--- config.mk ---
export PLATFORM = sky130hd
export DESIGN_NAME = im2col_win_sched_flat
export DESIGN_NICKNAME = d
export VERILOG_FILES = /design/src/rtl/im2col_win_sched_if.sv /design/src/rtl/im2col_win_sched.sv /design/src/flat_wrapper.sv
export SDC_FILE = /design/constraint.sdc
export NUM_CORES = 1
export LEC_CHECK = 0
export BUFFER_PORTS_ARGS = -buffer_cell sky130_fd_sc_hd__buf_4
export CAP_MARGIN = 20
export CORE_MARGIN = 2
export CORE_UTILIZATION = 30
export CTS_CLUSTER_DIAMETER = 60
export CTS_CLUSTER_SIZE = 8
export DETAILED_ROUTE_END_ITERATION = 6
export SETUP_SLACK_MARGIN = 0.5
export SLEW_MARGIN = 40
export SYNTH_ARGS = -nofsm -noshare
export SYNTH_HDL_FRONTEND = slang
export SYNTH_SLANG_ARGS = --single-unit
export TNS_END_PERCENT = 20
--- constraint.sdc ---
create_clock -name clk -period 4.2 [get_ports clk]
set_input_delay 0.84 -clock clk [delete_from_list [all_inputs] [get_ports clk]]
set_output_delay 0.84 -clock clk [all_outputs]
set_load 0.1 [all_outputs]
--- src/rtl/im2col_win_sched_if.sv ---
// Handshake bundle between the window scheduler, its frame controller and the im2col address stage.
// im2ColCmd packs {kerWidth[1:0], startAddrX[XW-1:0], startAddrY[YW-1:0], dv}, MSB first.
interface im2col_win_sched_if #(
  parameter int XW = 3,
  parameter int YW = 4
) ();
  logic                  start;
  logic [1:0]            kerWidth;
  logic [XW:0]           imgWidth;
  logic [YW:0]           imgHeight;
  logic [1:0]            stride;
  logic [XW+YW+2:0]      im2ColCmd;
  logic                  im2ColDone;
  logic                  winLast;
  logic                  busy;
  logic                  frameDone;
  logic                  cfgErr;

  modport master (
    output start, kerWidth, imgWidth, imgHeight, stride, im2ColDone,
    input  im2ColCmd, winLast, busy, frameDone, cfgErr
  );

  modport slave (
    input  start, kerWidth, imgWidth, imgHeight, stride, im2ColDone,
    output im2ColCmd, winLast, busy, frameDone, cfgErr
  );
endinterface

--- src/rtl/im2col_win_sched.sv ---
// Walks a KxK window over the image with the given stride and issues one im2col
// command per kernel row, waiting for the address stage to finish each one.
module im2col_win_sched #(
  parameter int cMaxKerWidth = 4,
  parameter int cNumOfRam    = 8,
  parameter int cRamDepth    = 16
) (
  input logic               clk,
  input logic               rst,
  im2col_win_sched_if.slave bus
);
  localparam int XW = (cNumOfRam > 2) ? $clog2(cNumOfRam - 1) : 1;
  localparam int YW = (cRamDepth > 2) ? $clog2(cRamDepth - 1) : 1;
  localparam int XE = XW + 2;
  localparam int YE = YW + 2;
  localparam int RW = (cMaxKerWidth > 2) ? $clog2(cMaxKerWidth) : 1;
  localparam int CW = XW + YW + 3;

  typedef enum logic [1:0] {IDLE, ISSUE, WAIT, FIN} state_t;

  state_t          state;
  logic [1:0]      kw_q;
  logic [XW:0]     w_q;
  logic [YW:0]     h_q;
  logic [1:0]      s_q;
  logic [XW-1:0]   win_x;
  logic [YW-1:0]   win_y;
  logic [RW-1:0]   k_row;

  logic [CW-1:0]   cmd_q;
  logic            win_last_q;
  logic            busy_q;
  logic            frame_done_q;
  logic            cfg_err_q;

  logic [XE-1:0]   x_end;
  logic [YE-1:0]   y_end;
  logic            row_last, x_wrap, y_wrap, frame_last;
  logic            cfg_bad;
  logic [1:0]      s_in;
  logic [XW-1:0]   nxt_x;
  logic [YW-1:0]   nxt_y;
  logic [RW-1:0]   nxt_row;

  // Bounds use two extra bits so winX+stride+K never wraps before the compare.
  always_comb begin
    x_end      = XE'(win_x) + XE'(s_q) + XE'(kw_q) + XE'(1);
    y_end      = YE'(win_y) + YE'(s_q) + YE'(kw_q) + YE'(1);
    row_last   = (k_row == RW'(kw_q));
    x_wrap     = (x_end > XE'(w_q));
    y_wrap     = (y_end > YE'(h_q));
    frame_last = row_last && x_wrap && y_wrap;
    cfg_bad    = ((XE'(bus.kerWidth) + XE'(1)) > XE'(bus.imgWidth)) ||
                 ((YE'(bus.kerWidth) + YE'(1)) > YE'(bus.imgHeight));
    s_in       = (bus.stride == 2'd0) ? 2'd1 : bus.stride;

    nxt_x   = win_x;
    nxt_y   = win_y;
    nxt_row = k_row + RW'(1);
    if (row_last) begin
      nxt_row = '0;
      if (x_wrap) begin
        nxt_x = '0;
        nxt_y = win_y + YW'(s_q);
      end else begin
        nxt_x = win_x + XW'(s_q);
      end
    end
  end

  always_ff @(posedge clk) begin
    if (rst) begin
      state        <= IDLE;
      kw_q         <= '0;
      w_q          <= '0;
      h_q          <= '0;
      s_q          <= '0;
      win_x        <= '0;
      win_y        <= '0;
      k_row        <= '0;
      cmd_q        <= '0;
      win_last_q   <= 1'b0;
      busy_q       <= 1'b0;
      frame_done_q <= 1'b0;
      cfg_err_q    <= 1'b0;
    end else begin
      cmd_q        <= '0;
      win_last_q   <= 1'b0;
      frame_done_q <= 1'b0;
      case (state)
        IDLE: begin
          if (bus.start) begin
            kw_q  <= bus.kerWidth;
            w_q   <= bus.imgWidth;
            h_q   <= bus.imgHeight;
            s_q   <= s_in;
            win_x <= '0;
            win_y <= '0;
            k_row <= '0;
            if (cfg_bad) begin
              state        <= FIN;
              frame_done_q <= 1'b1;
              cfg_err_q    <= 1'b1;
            end else begin
              state      <= ISSUE;
              busy_q     <= 1'b1;
              cfg_err_q  <= 1'b0;
              cmd_q      <= {bus.kerWidth, {XW{1'b0}}, {YW{1'b0}}, 1'b1};
              win_last_q <= (bus.kerWidth == 2'd0);
            end
          end
        end
        ISSUE: state <= WAIT;
        WAIT: begin
          if (bus.im2ColDone) begin
            if (frame_last) begin
              state        <= FIN;
              busy_q       <= 1'b0;
              frame_done_q <= 1'b1;
            end else begin
              state      <= ISSUE;
              win_x      <= nxt_x;
              win_y      <= nxt_y;
              k_row      <= nxt_row;
              cmd_q      <= {kw_q, nxt_x, YW'(nxt_y + YW'(nxt_row)), 1'b1};
              win_last_q <= (nxt_row == RW'(kw_q));
            end
          end
        end
        FIN: state <= IDLE;
        default: state <= IDLE;
      endcase
    end
  end

  assign bus.im2ColCmd = cmd_q;
  assign bus.winLast   = win_last_q;
  assign bus.busy      = busy_q;
  assign bus.frameDone = frame_done_q;
  assign bus.cfgErr    = cfg_err_q;
endmodule

--- src/flat_wrapper.sv ---
// flat-port wrapper written by rule: the top's interface ports become plain ports
module im2col_win_sched_flat 
#(
  parameter int cMaxKerWidth = 4,
  parameter int cNumOfRam    = 8,
  parameter int cRamDepth    = 16
)
  (clk, rst, bus_start, bus_kerWidth, bus_imgWidth, bus_imgHeight, bus_stride, bus_im2ColDone, bus_im2ColCmd, bus_winLast, bus_busy, bus_frameDone, bus_cfgErr);
  im2col_win_sched_if #(.XW((3)), .YW((4))) bus_i ();
  input logic clk;
  input logic rst;
  input wire logic [$bits(bus_i.start)-1:0] bus_start;
  input wire logic [$bits(bus_i.kerWidth)-1:0] bus_kerWidth;
  input wire logic [$bits(bus_i.imgWidth)-1:0] bus_imgWidth;
  input wire logic [$bits(bus_i.imgHeight)-1:0] bus_imgHeight;
  input wire logic [$bits(bus_i.stride)-1:0] bus_stride;
  input wire logic [$bits(bus_i.im2ColDone)-1:0] bus_im2ColDone;
  output wire logic [$bits(bus_i.im2ColCmd)-1:0] bus_im2ColCmd;
  output wire logic [$bits(bus_i.winLast)-1:0] bus_winLast;
  output wire logic [$bits(bus_i.busy)-1:0] bus_busy;
  output wire logic [$bits(bus_i.frameDone)-1:0] bus_frameDone;
  output wire logic [$bits(bus_i.cfgErr)-1:0] bus_cfgErr;
  assign bus_i.start = bus_start;
  assign bus_i.kerWidth = bus_kerWidth;
  assign bus_i.imgWidth = bus_imgWidth;
  assign bus_i.imgHeight = bus_imgHeight;
  assign bus_i.stride = bus_stride;
  assign bus_i.im2ColDone = bus_im2ColDone;
  assign bus_im2ColCmd = bus_i.im2ColCmd;
  assign bus_winLast = bus_i.winLast;
  assign bus_busy = bus_i.busy;
  assign bus_frameDone = bus_i.frameDone;
  assign bus_cfgErr = bus_i.cfgErr;
  im2col_win_sched #(.cMaxKerWidth(cMaxKerWidth), .cNumOfRam(cNumOfRam), .cRamDepth(cRamDepth)) u_core (.clk(clk), .rst(rst), .bus(bus_i));
endmodule
-- After elaboration in Yosys (flattened, before gate mapping)
Index checks and enable logic that the tools add are counted.
- $add $sub $neg: 12
- $mul: 0
- div/mod/pow operators: 0
- order comparisons: 4
- equal/unequal tests: 10
- shift operators: 0
- multiplexer cells: 43
- bitwise operators: 0
- reduce and logical (&&, ||, !) cells: 11
- operators with widths (cell ; number):
    10-bit two-way mux ; 4
    4-bit two-way mux ; 5
    10-bit case mux with 2 select lines ; 1
    2-bit two-way mux ; 9
    3-bit two-way mux ; 5
    6-bit by 5-bit greater-than comparator with 1-bit output ; 2
    1-bit two-way mux ; 12
    5-bit by 4-bit greater-than comparator with 1-bit output ; 2
    4-bit by 2-bit adder with 4-bit output ; 2
    2-bit inequality test (second input constant) ; 4
    2-bit case mux with 4 select lines ; 1
    4-bit case mux with 2 select lines ; 1
    2-bit by 1-bit adder with 3-bit output (second input constant) ; 2
    6-bit by 1-bit adder with 6-bit output (second input constant) ; 1
    6-bit by 2-bit adder with 6-bit output ; 1
    2-bit logical NOT ; 3
    1-bit case mux with 2 select lines ; 3
    3-bit case mux with 2 select lines ; 1
    4-bit by 2-bit adder with 5-bit output ; 1
    5-bit by 1-bit adder with 5-bit output (second input constant) ; 1
    5-bit by 2-bit adder with 5-bit output ; 1
    5-bit AND reduction ; 1
    3-bit by 2-bit adder with 4-bit output ; 1
    2-bit == test ; 2
    other kinds (11) ; 14
- bits in registers: 38
- latch bits: 0
- memory bits (writable): 0
- ROM bits: 0
- word-level logic and storage cells: 93
- memories: 0

-- Longest topological paths before layout
Gate-level depths: netlist of the first run.
- word-level depth: 10
- mapped depth: 20
- mapped depth without buffers: 20

-- Least setup slack after synthesis of the first run
No wires, ideal clock.
- kind: register to register
- start: reg u_core.win_x[0]
- end: reg u_core.cmd_q[3] (netlist: u_core.bus.im2ColCmd[3])
- setup time: 0.119 ns
- arrival: 4.068 ns
- setup slack: 0.013 ns
- stages on the path, launching flop included: 20
- path buffers: 0
- period minus slack after synthesis: 4.187 ns
- cell sequence: dfxtp_1 > ha_1 > fa_1 > ha_1 > a21oi_1 > nor2_1 > mux2_2 > a22o_1 > ha_1 > and4_4 > o32ai_4 > o21ai_2 > nand2_1 > o21ai_1 > ha_1 > inv_1 > fa_1 > xor2_1 > xnor2_1 > nor2_1
- cells in the longest elaborated chain, start to end: 10
- elaborated cells on any way between the ends: 12
- RTL lines (what ; RTL line ; text):
    start: declaration ; im2col_win_sched.sv:26 ; logic [XW-1:0] win_x;
    start signal: assignment ; im2col_win_sched.sv:122 ; win_x <= nxt_x;
    3-bit by 2-bit adder with 4-bit output * ; im2col_win_sched.sv:47 ; x_end = XE'(win_x) + XE'(s_q) + XE'(kw_q) + XE'(1);
    5-bit by 2-bit adder with 5-bit output * ; im2col_win_sched.sv:47 ;
    5-bit by 1-bit adder with 5-bit output * ; im2col_win_sched.sv:47 ;
    5-bit by 4-bit greater-than comparator with 1-bit output * ; im2col_win_sched.sv:50 ; x_wrap = (x_end > XE'(w_q));
    4-bit two-way mux ; im2col_win_sched.sv:62 ; if (x_wrap) begin
    4-bit two-way mux ; im2col_win_sched.sv:60 ; if (row_last) begin
    4-bit by 2-bit adder with 4-bit output ; im2col_win_sched.sv:125 ; cmd_q <= {kw_q, nxt_x, YW'(nxt_y + YW'(nxt_row)), 1'b1};
    10-bit two-way mux * ; im2col_win_sched.sv:116 ; if (frame_last) begin
    10-bit two-way mux * ; im2col_win_sched.sv:115 ; if (bus.im2ColDone) begin
    10-bit case mux with 2 select lines * ; im2col_win_sched.sv:90 ; case (state)
    end signal: assignment ; im2col_win_sched.sv:108 ; cmd_q <= {bus.kerWidth, {XW{1'b0}}, {YW{1'b0}}, 1'b1};
    end signal: assignment ; im2col_win_sched.sv:125 ;
    end: declaration ; im2col_win_sched.sv:30 ; logic [CW-1:0] cmd_q;
Mark *: on every way between the ends. The rest lies on a longest branch, timed or not.
A chain may end at the register's enable or synchronous reset.

-- Worst setup path in the final report of the first run
Ends and elaborated chain as after synthesis.

==> impl_summary.md, run 1 <==
Clock network
TritonCTS built the clock tree. No sink is reached through more buffers than the 2 on the longest clock path. The deepest level of the CTS H-tree is 2. For this design, the sink count on the clock tree is 38.

After clock tree synthesis, the clock-pin slew on the worst setup and hold paths is 0.08 ns. The clock reaches the later pin of the worst-skew pair after 0.30 ns. The hold buffer count at CTS is 0. In this run the clock root is driven by a sky130_fd_sc_hd__clkbuf_8. Clock tree synthesis inserted a total of 5 buffers.

Floorplanning
For this configuration, the core starts out at a cell density of 0.309. The I/O pin count is 31. The core region is 0.00818 sq mm.

The die span in x is 95.7 um. The height of the die is 95.7 um. The total die area is 0.00916 sq mm.

The number of core rows is 33.

Finish
The count of antenna diodes in the layout is 0. The area added between synthesis and finish is 26.9%. Excluding fillers, the count of instances in the completed layout stands at 438. Once layout is complete, the utilization of the core stands at 0.392.

The fraction of layout cells with a size suffix above 1 is 0.294. Fill cells in the final layout number 834. At the end of the flow, the number of nets in the layout was 381.

Flow run
Max-cap violations in this run came to 0.

Yosys
Synthesis produced 290 cells. The most used flip-flop cell after synthesis is sky130_fd_sc_hd__dfxtp_1. sky130_fd_sc_hd__nand2_1 is the most common cell in the netlist. For this run, the register share of the synthesized area comes to 0.301. The top-area cell type share of the netlist area is 0.301. The proportion of synthesized flip-flops having asynchronous set or reset is 0. The biggest area contributor in the post-synthesis netlist is sky130_fd_sc_hd__dfxtp_1.

The synthesized area per cell is 8.70 sq um. The area of the mapped netlist is 0.00252 sq mm. The commonest cells after synthesis are 39 x sky130_fd_sc_hd__nand2_1, 38 x sky130_fd_sc_hd__dfxtp_1, 31 x sky130_fd_sc_hd__inv_1, 27 x sky130_fd_sc_hd__ha_1, 26 x sky130_fd_sc_hd__a21oi_1.

In this run, distinct cell masters in the synthesized netlist total 61. The total of warnings raised by yosys is 0. The synthesized design contains 38 register bits. The number of nets handed over by synthesis was 339. By area the synthesized netlist is led by sky130_fd_sc_hd__dfxtp_1 30%, sky130_fd_sc_hd__ha_1 13%, sky130_fd_sc_hd__nand2_1 5.8%, sky130_fd_sc_hd__a21oi_1 5.2%, sky130_fd_sc_hd__inv_1 4.6%. In this run, synthesis inferred 0 flip-flops with an integrated enable.

GRT
The number of global-route vias before repair is 2060. The remaining global-route overflow is 0. The first-pass GRT wire length is 9740 um.

The number of antenna violations at the first check in global routing is 0. Across every metal layer, demand over resource in global routing totals 0.137. Entering global routing, the biggest net connects 20 pins.

Pwr
Summed over all cells, the static leakage comes to 1.33 nW. The power density over cell area is 368 mW/mm^2. Power comes to 1.18 mW. Of the total power, registers draw 0.336. The relative contribution of the clock network to total power is 0.270. The total internal power is 743 uW. The share of total power consumed by net switching is 0.369. The share of power burned in combinational logic is 0.394. The largest vdd supply drop is 0.192 mV.

In this run the power spent charging and discharging nets is 435 uW.

Timing
The final count of hold timing violations is 0. The transition at the pin with the smallest max-transition slack is 0.591 ns. The final period utilization is 0.959. The total negative slack for setup checks is 0 ns. The highest clock frequency the design can meet is 248 MHz. The routed design could run at a clock period as short as 4.03 ns.

Setup repair after global routing could not meet its margin everywhere. In this run the tightest slew margin relative to its limit is 0.606. Setup slack on the critical path of the routed design comes to 0.173 ns. The largest clock skew in the final design is 0.00863 ns. The final count of pins violating max slew was 0.

The count of final setup violators is 0.

Setup path
The arrival time of data at the critical path endpoint is 4.21 ns. The number of buffers and inverters on the critical path is 1. In this run the worst path has a maximum fanout of 5. Grouping stages by cell kind, the critical path spends the most delay in adder cells. The nature of the critical path endpoint is a flop. The category of the worst setup path launch point is a flop. In this run the register-to-register setup slack is 0.17 ns.

The logic depth of the worst path, buffers included is 19. The data required time of the critical path is 4.38 ns. Following the worst setup path forward leads to its endpoint at u_core.bus.im2ColCmd[3]. The start point of the critical path is u_core.win_x[0]. The delay of the slowest critical-path stage is 0.60 ns. Measured in cells, the most critical reg-to-reg path has a length of 19. The startpoint identified for the worst register-to-register timing path is u_core.win_x[0].

The most frequent cell on the critical path is sky130_fd_sc_hd__ha_4. Among all stages on the critical path, the largest delay is contributed by sky130_fd_sc_hd__fa_2. The worst setup path is of the reg2reg kind. In this run the critical register-to-register path is captured at u_core.bus.im2ColCmd[3]. Walking the worst path, the cells encountered are ha_4, fa_2, ha_4, a21oi_4, nor2_2, mux2_4, a22o_1, ha_4, and4_4, o32ai_4, o21ai_4, nand2_2, o21ai_4, ha_4, inv_2, fa_2, xor2_1, xnor2_1, nor2_1.

Place
The final estimated routing congestion in global placement is 0.884. The number of placed instances, taps included, is 423. In this run the tool buffered the top-level ports with 30 buffer cells. The post-place setup slack is -0.0283 ns. The half-perimeter wire length of the detailed placement result is 4520 um.

Drt
For this run, design rule violations remaining after detail routing come to 0. Dividing the detail-routed wire length by the instance count gives 13.8 um. The count of nets left with antenna violations once routing finished came out at 0. The first-iteration detailed-routing DRC count is 83. The total iterations of the first detailed-routing run is 4. The total wire length after detailed routing is 6040 um.

The via count is 2147. In the routed layout, each cell is associated on average with a via count of 4.90.

Worst hold path
In this run the worst hold path is classified as reg2reg. The number of cells on the worst hold path is 2.

Status
The run finished with clean final reports.
==> cell families after synthesis <==
family | share of synthesized area
and+or+nand+nor | 0.177
AOI/OAI and AO/OA | 0.223
buffers and inverters | 0.0679
DFF | 0.301
adders and majority gates | 0.174
xor gates and xnor gates | 0.0402
muxes | 0.0164
==> metrics by stage <==
stage	cell area [sq um]	hold WS, ns
6_report	3200	0.459
5_1_grt	3200	0.490
4_1_cts	3110	0.461
3_5_place_dp	2900	0.450
3_3_place_gp	2900	0.447
2_1_floorplan	2550	0.436
==> routing by layer <==
layer	share of wire	wire length, um	GRT usage
met4	0.0076	46	0.0393
met3	0.041	245	0.0274
met2	0.45	2690	0.217
met5	0	0	0
met1	0.51	3060	0.189
==> state kept, by name (all words and copies together), names as in the netlist <==
signal                count
u_core.bus.im2ColCmd     10
u_core.h_q                5
u_core.w_q                4
u_core.win_y              4
u_core.win_x              3
u_core.k_row              2
u_core.kw_q               2
u_core.s_q                2
u_core.state              2
u_core.bus.busy           1
u_core.bus.cfgErr         1
u_core.bus.frameDone      1
u_core.bus.winLast        1
==> power groups by stage <==
stage / clock network, mW / registers (mW) / logic, mW
after floorplan: 0 / 0.450 / 0.250
after global placement: 0 / 0.402 / 0.399
after detailed placement: 0 / 0.402 / 0.406
after CTS: 0.322 / 0.395 / 0.428
after global routing: 0.338 / 0.398 / 0.499
final: 0.318 / 0.395 / 0.464
==> how the worst min path moves through the flow <==
| stage | to | startpoint | slack [ns] |
|---|---|---|---|
| floorplan | u_core.h_q[1] | u_core.h_q[1] | 0.44 |
| global placement | u_core.w_q[3] | u_core.w_q[3] | 0.45 |
| detailed placement | u_core.h_q[4] | u_core.h_q[4] | 0.45 |
| CTS | u_core.h_q[4] | u_core.h_q[4] | 0.46 |
| global route | u_core.h_q[4] | u_core.h_q[4] | 0.49 |
| finish | u_core.h_q[4] | u_core.h_q[4] | 0.46 |
==> layout by cell type, fill, tap and decap left out, drive strengths merged, types with 2 or more instances in the layout <==
cell	count
and3	2
o21a	7
nor2	17
nor3	8
a22o	5
a21oi	29
clkinvlp	2
a21o	3
nand2b	3
xnor2	7
o211ai	2
xor2	2
mux2i	3
or2	4
nand4	3
o21ai	11
clkbuf	5
nand2	41
fa	5
inv	31
a221oi	2
nand3	4
dfxtp	38
nor2b	5
buf	44
and2	2
ha	27
==> worst register-to-register path, cell delays in order, from the launching register on <==
cell and delay, ns:
sky130_fd_sc_hd__dfxtp_2 0.35, sky130_fd_sc_hd__ha_4 0.16, sky130_fd_sc_hd__fa_2 0.60, sky130_fd_sc_hd__ha_4 0.23
sky130_fd_sc_hd__a21oi_4 0.16, sky130_fd_sc_hd__nor2_2 0.04, sky130_fd_sc_hd__mux2_4 0.25, sky130_fd_sc_hd__a22o_1 0.21
sky130_fd_sc_hd__ha_4 0.30, sky130_fd_sc_hd__and4_4 0.22, sky130_fd_sc_hd__o32ai_4 0.10, sky130_fd_sc_hd__o21ai_4 0.23
sky130_fd_sc_hd__nand2_2 0.10, sky130_fd_sc_hd__o21ai_4 0.08, sky130_fd_sc_hd__ha_4 0.17, sky130_fd_sc_hd__inv_2 0.04
sky130_fd_sc_hd__fa_2 0.32, sky130_fd_sc_hd__xor2_1 0.15, sky130_fd_sc_hd__xnor2_1 0.16, sky130_fd_sc_hd__nor2_1 0.05
==> timing repair <==
action | 4_1_cts | 5_1_grt
pin swaps | 15 | 16
resized for setup | 11 | 15
endpoints found under the setup margin | 14 | 21
setup buffers | 4 | 3
==> final cells by class <==
cell class / count / area [sq um] / area share
flip-flops and latches: 38 / 763 / 0.238
clock buffers: 5 / 68.8 / 0.0215
clock inverters: 3 / 45.0 / 0.0141
well taps: 105 / 131 / 0.0410
repair buffers: 44 / 334 / 0.104
inverters: 31 / 116 / 0.0363
multi-input cells: 212 / 1740 / 0.544
Note: power is estimated with default switching activity, not from simulation.
==> run 2, diff against run 1 <==
--- a/config.mk
+++ b/config.mk
@@ -8,7 +8,7 @@
 export BUFFER_PORTS_ARGS = -buffer_cell sky130_fd_sc_hd__buf_4
 export CAP_MARGIN = 20
 export CORE_MARGIN = 2
-export CORE_UTILIZATION = 30
+export CORE_UTILIZATION = 42
 export CTS_CLUSTER_DIAMETER = 60
 export CTS_CLUSTER_SIZE = 8
 export DETAILED_ROUTE_END_ITERATION = 6
==> constraint.sdc (replaced) <==
create_clock -name clk -period 4.09 [get_ports clk]
set_input_delay 0.818 -clock clk [delete_from_list [all_inputs] [get_ports clk]]
set_output_delay 0.818 -clock clk [all_outputs]
set_load 0.1 [all_outputs]
==> impl_summary.md, run 2 (synthesized netlist as in run 1, its figures left out) <==
Drt
The total iterations of the first detailed-routing run was 4 (unchanged). The via count was 2117 (was 2147). The ratio of routed vias to standard cells was 5.18 (was 4.90). The detailed-route wire length per cell came to 13.9 um (was 13.8 um). The first-iteration detailed-routing DRC count is 119 (was 83). The total wire length after detailed routing is 5700 um (was 6040 um). The post-detailed-route DRC marker count is 0 (unchanged). The final antenna-violating net count is 0 (unchanged).

Setup path
The nature of the critical path endpoint is a flop (unchanged). The worst reg-to-reg setup slack is 0.12 ns (was 0.17 ns). The data required time of the critical path is 4.28 ns (was 4.38 ns).

The slowest library cell on the worst path is sky130_fd_sc_hd__fa_1 (was sky130_fd_sc_hd__fa_2). The delay of the slowest critical-path stage was 0.46 ns (was 0.60 ns). The startpoint of the lowest-slack register-to-register path is u_core.win_x[0] (unchanged). The endpoint of the lowest-slack register-to-register path is u_core.bus.im2ColCmd[3] (unchanged). The arrival time of data at the critical path endpoint is 4.16 ns (was 4.21 ns).

The top fanout value on the critical path was 5 (unchanged). The category of the worst setup path launch point is a flop (unchanged). The number of cells on the worst reg-to-reg path is 19 (unchanged). The classification of the worst setup path is reg2reg (unchanged). Cell-by-cell trace of the critical path: ha_4, fa_1, ha_1, a21oi_2, nor2_1, mux2_4, a22o_1, ha_4, and4_4, o32ai_4, o21ai_4, nand2_1, o21ai_2, ha_2, inv_2, fa_2, xor2_1, xnor2_1, nor2_1 (was ha_4, fa_2, ha_4, a21oi_4, nor2_2, mux2_4, a22o_1, ha_4, and4_4, o32ai_4, o21ai_4, nand2_2, o21ai_4, ha_4, inv_2, fa_2, xor2_1, xnor2_1, nor2_1).

Floorplanning
The I/O pin count is 31 (unchanged). The total die area is 0.00664 sq mm (was 0.00916 sq mm). The area of the core is 0.00585 sq mm (was 0.00818 sq mm). The number of core rows is 28 (was 33).

The die span in x is 81.5 um (was 95.7 um). The height of the die is 81.5 um (was 95.7 um). The starting density of the core is 0.431 (was 0.309).

Pwr
The switching power came to 438 uW (was 435 uW). The sequential power share was 0.350 (was 0.336). The relative contribution of the clock network to total power is 0.242 (was 0.270). The share of total power consumed by net switching is 0.379 (was 0.369).

The share of power burned in combinational logic is 0.408 (was 0.394). The total internal power is 718 uW (was 743 uW). The power density over cell area came to 369 mW/mm^2 (was 368 mW/mm^2).

The largest vdd supply drop came to 0.152 mV (was 0.192 mV). The static power due to leakage was 1.34 nW (was 1.33 nW).

Worst hold path
The terminating pin of the worst hold path is u_core.h_q[0] (was u_core.h_q[4]). The kind of path behind the tightest hold check is reg2reg (unchanged). The beginning of the worst hold path was u_core.h_q[0] (was u_core.h_q[4]). The number of cells on the worst hold path is 2 (unchanged).

GRT
The total routing usage reported by global routing is 0.188 (was 0.137). The remaining global-route overflow was 0 (unchanged). The first-pass GRT wire length is 9500 um (was 9740 um). The number of antenna violations at the first check in global routing was 0 (unchanged).

The number of global-route vias before repair came to 1999 (was 2060). The largest net degree at the start of global routing is 20 (unchanged).

Finish
The area added between synthesis and finish is 24.2% (was 26.9%). Commonest cells after routing, fill and taps aside: 45 x sky130_fd_sc_hd__buf_4, 39 x sky130_fd_sc_hd__nand2_1, 36 x sky130_fd_sc_hd__dfxtp_1, 29 x sky130_fd_sc_hd__inv_1 (was 43 x sky130_fd_sc_hd__buf_4, 37 x sky130_fd_sc_hd__nand2_1, 36 x sky130_fd_sc_hd__dfxtp_1, 30 x sky130_fd_sc_hd__inv_1, 23 x sky130_fd_sc_hd__a21oi_1). The fraction of layout cells with a size suffix above 1 is 0.299 (was 0.294). The final net count is 382 (was 381). The count of antenna diodes in the layout is 0 (unchanged). The flip-flop count of the largest register, all copies and words added was 10 (unchanged). The share of the core filled with cells is 0.536 (was 0.392).

The fill cell total of the finished layout is 541 (was 834). The most common library cell in the layout ignoring fill and taps is sky130_fd_sc_hd__buf_4 (unchanged).

Timing
The largest clock skew in the final design was 0.00215 ns (was 0.00863 ns). The max-slew headroom at the worst pin is 0.591 (was 0.606). The final count of hold timing violations came to 0 (unchanged). The final period utilization is 0.970 (was 0.959).

The final count of pins violating max slew came to 0 (unchanged). The highest clock frequency the design can meet is 252 MHz (was 248 MHz). The transition at the pin with the smallest max-transition slack is 0.613 ns (was 0.591 ns).

The total negative slack for setup checks is 0 ns (unchanged). The count of final setup violators is 0 (unchanged). RSZ-0062 raised after global routing: true (unchanged). The worst-case hold slack is 0.460 ns (was 0.459 ns).

The shortest period the worst path allows was 3.97 ns (was 4.03 ns).

Clock network
The later-pin clock latency in the skew report is 0.29 ns (was 0.30 ns). The register clock-pin slew on the reported worst setup and hold paths is 0.08 ns (about the same). The clock root buffer master is sky130_fd_sc_hd__clkbuf_8 (unchanged). The deepest level of the CTS H-tree is 2 (unchanged). The CTS tree is done (unchanged). The number of buffers created by CTS came to 5 (unchanged). The maximum number of buffers from clock root to sink is 2 (unchanged). The number of sinks driven by the clock tree came to 38 (unchanged).

Status
Result of the run: completed (unchanged).

Place
The half-perimeter wire length of the detailed placement result is 4340 um (was 4520 um). The final estimated routing congestion in global placement is 0.846 (was 0.884). The number of buffer cells added on primary ports came to 30 (unchanged).

Flow run
The number of violations of the max-capacitance limit was 0 (unchanged).
-- run 2: routing by layer --
| layer | up-vias | share of wire | wire length [um] | global-route usage |
|---|---|---|---|---|
| li1 | 1089 | - | - | - |
| met1 | 971 | 0.49 | 2770 | 0.255 |
| met2 | 50 | 0.46 | 2620 | 0.306 |
| met3 | 7 | 0.042 | 241 | 0.0363 |
| met4 | 0 | 0.011 | 65 | 0.0458 |
| met5 | - | 0 | 0 | 0 |
-- run 2: power groups by stage --
stage               Sequential [mW]  Combinational, mW  Clock [mW]
floorplan                     0.462              0.256           0
detailed placement            0.413              0.414           0
global placement              0.412              0.410           0
global route                  0.409              0.514       0.297
finish                        0.405              0.471       0.280
CTS                           0.405              0.441       0.282
-- run 2: how the worst max path moves through the flow --
stage / from / end / slack (ns)
finish: u_core.win_x[0] / u_core.bus.im2ColCmd[3] / 0.12
global route: u_core.win_x[0] / u_core.bus.im2ColCmd[4] / -0.06
CTS: u_core.win_x[0] / u_core.bus.im2ColCmd[3] / 0.15
detailed placement: u_core.win_x[0] / u_core.bus.im2ColCmd[4] / -0.10
global placement: u_core.win_x[0] / u_core.bus.im2ColCmd[4] / 0.04
floorplan: u_core.win_x[0] / u_core.bus.im2ColCmd[3] / 0.02
-- run 2: layout make-up --
type / instances / area [sq um] / area share
Clock buffer: 7 / 86.3 / 0.0275
Clock inverter: 1 / 5.00 / 0.00160
Inverter: 31 / 116 / 0.0371
Multi-Input combinational cell: 212 / 1730 / 0.552
Sequential cell: 38 / 763 / 0.244
Tap cell: 75 / 93.8 / 0.0299
Timing Repair Buffer: 45 / 338 / 0.108
-- run 2: repair_timing --
item                       in CTS  in global routing
setup endpoints to repair      18                 21
buffers inserted                4                  2
pin swaps                      12                 14
resized for setup              13                 15
hold buffers                    0                  0
hold endpoints to repair        0                  0
-- run 2: stage by stage --
stage / worst slack, ns / power (mW) / instances / area [sq um]
3_3_place_gp: 0.0448 / 0.822 / 395 / 2880
2_1_floorplan: 0.0221 / 0.718 / 290 / 2550
4_1_cts: 0.153 / 1.13 / 407 / 3050
5_1_grt: -0.0602 / 1.22 / 409 / 3130
6_report: 0.124 / 1.16 / 409 / 3130
3_5_place_dp: -0.105 / 0.827 / 395 / 2880
-- run 2: critical path, delay by kind of cell, from the launching register on --
kind            cells  cell delay, ns
compound gates      5            0.74
xor+xnor            2            0.29
buf+inv             1            0.04
mux                 1            0.27
flops               1            0.34
simple gates        4            0.42
fa+ha+maj           6            1.75
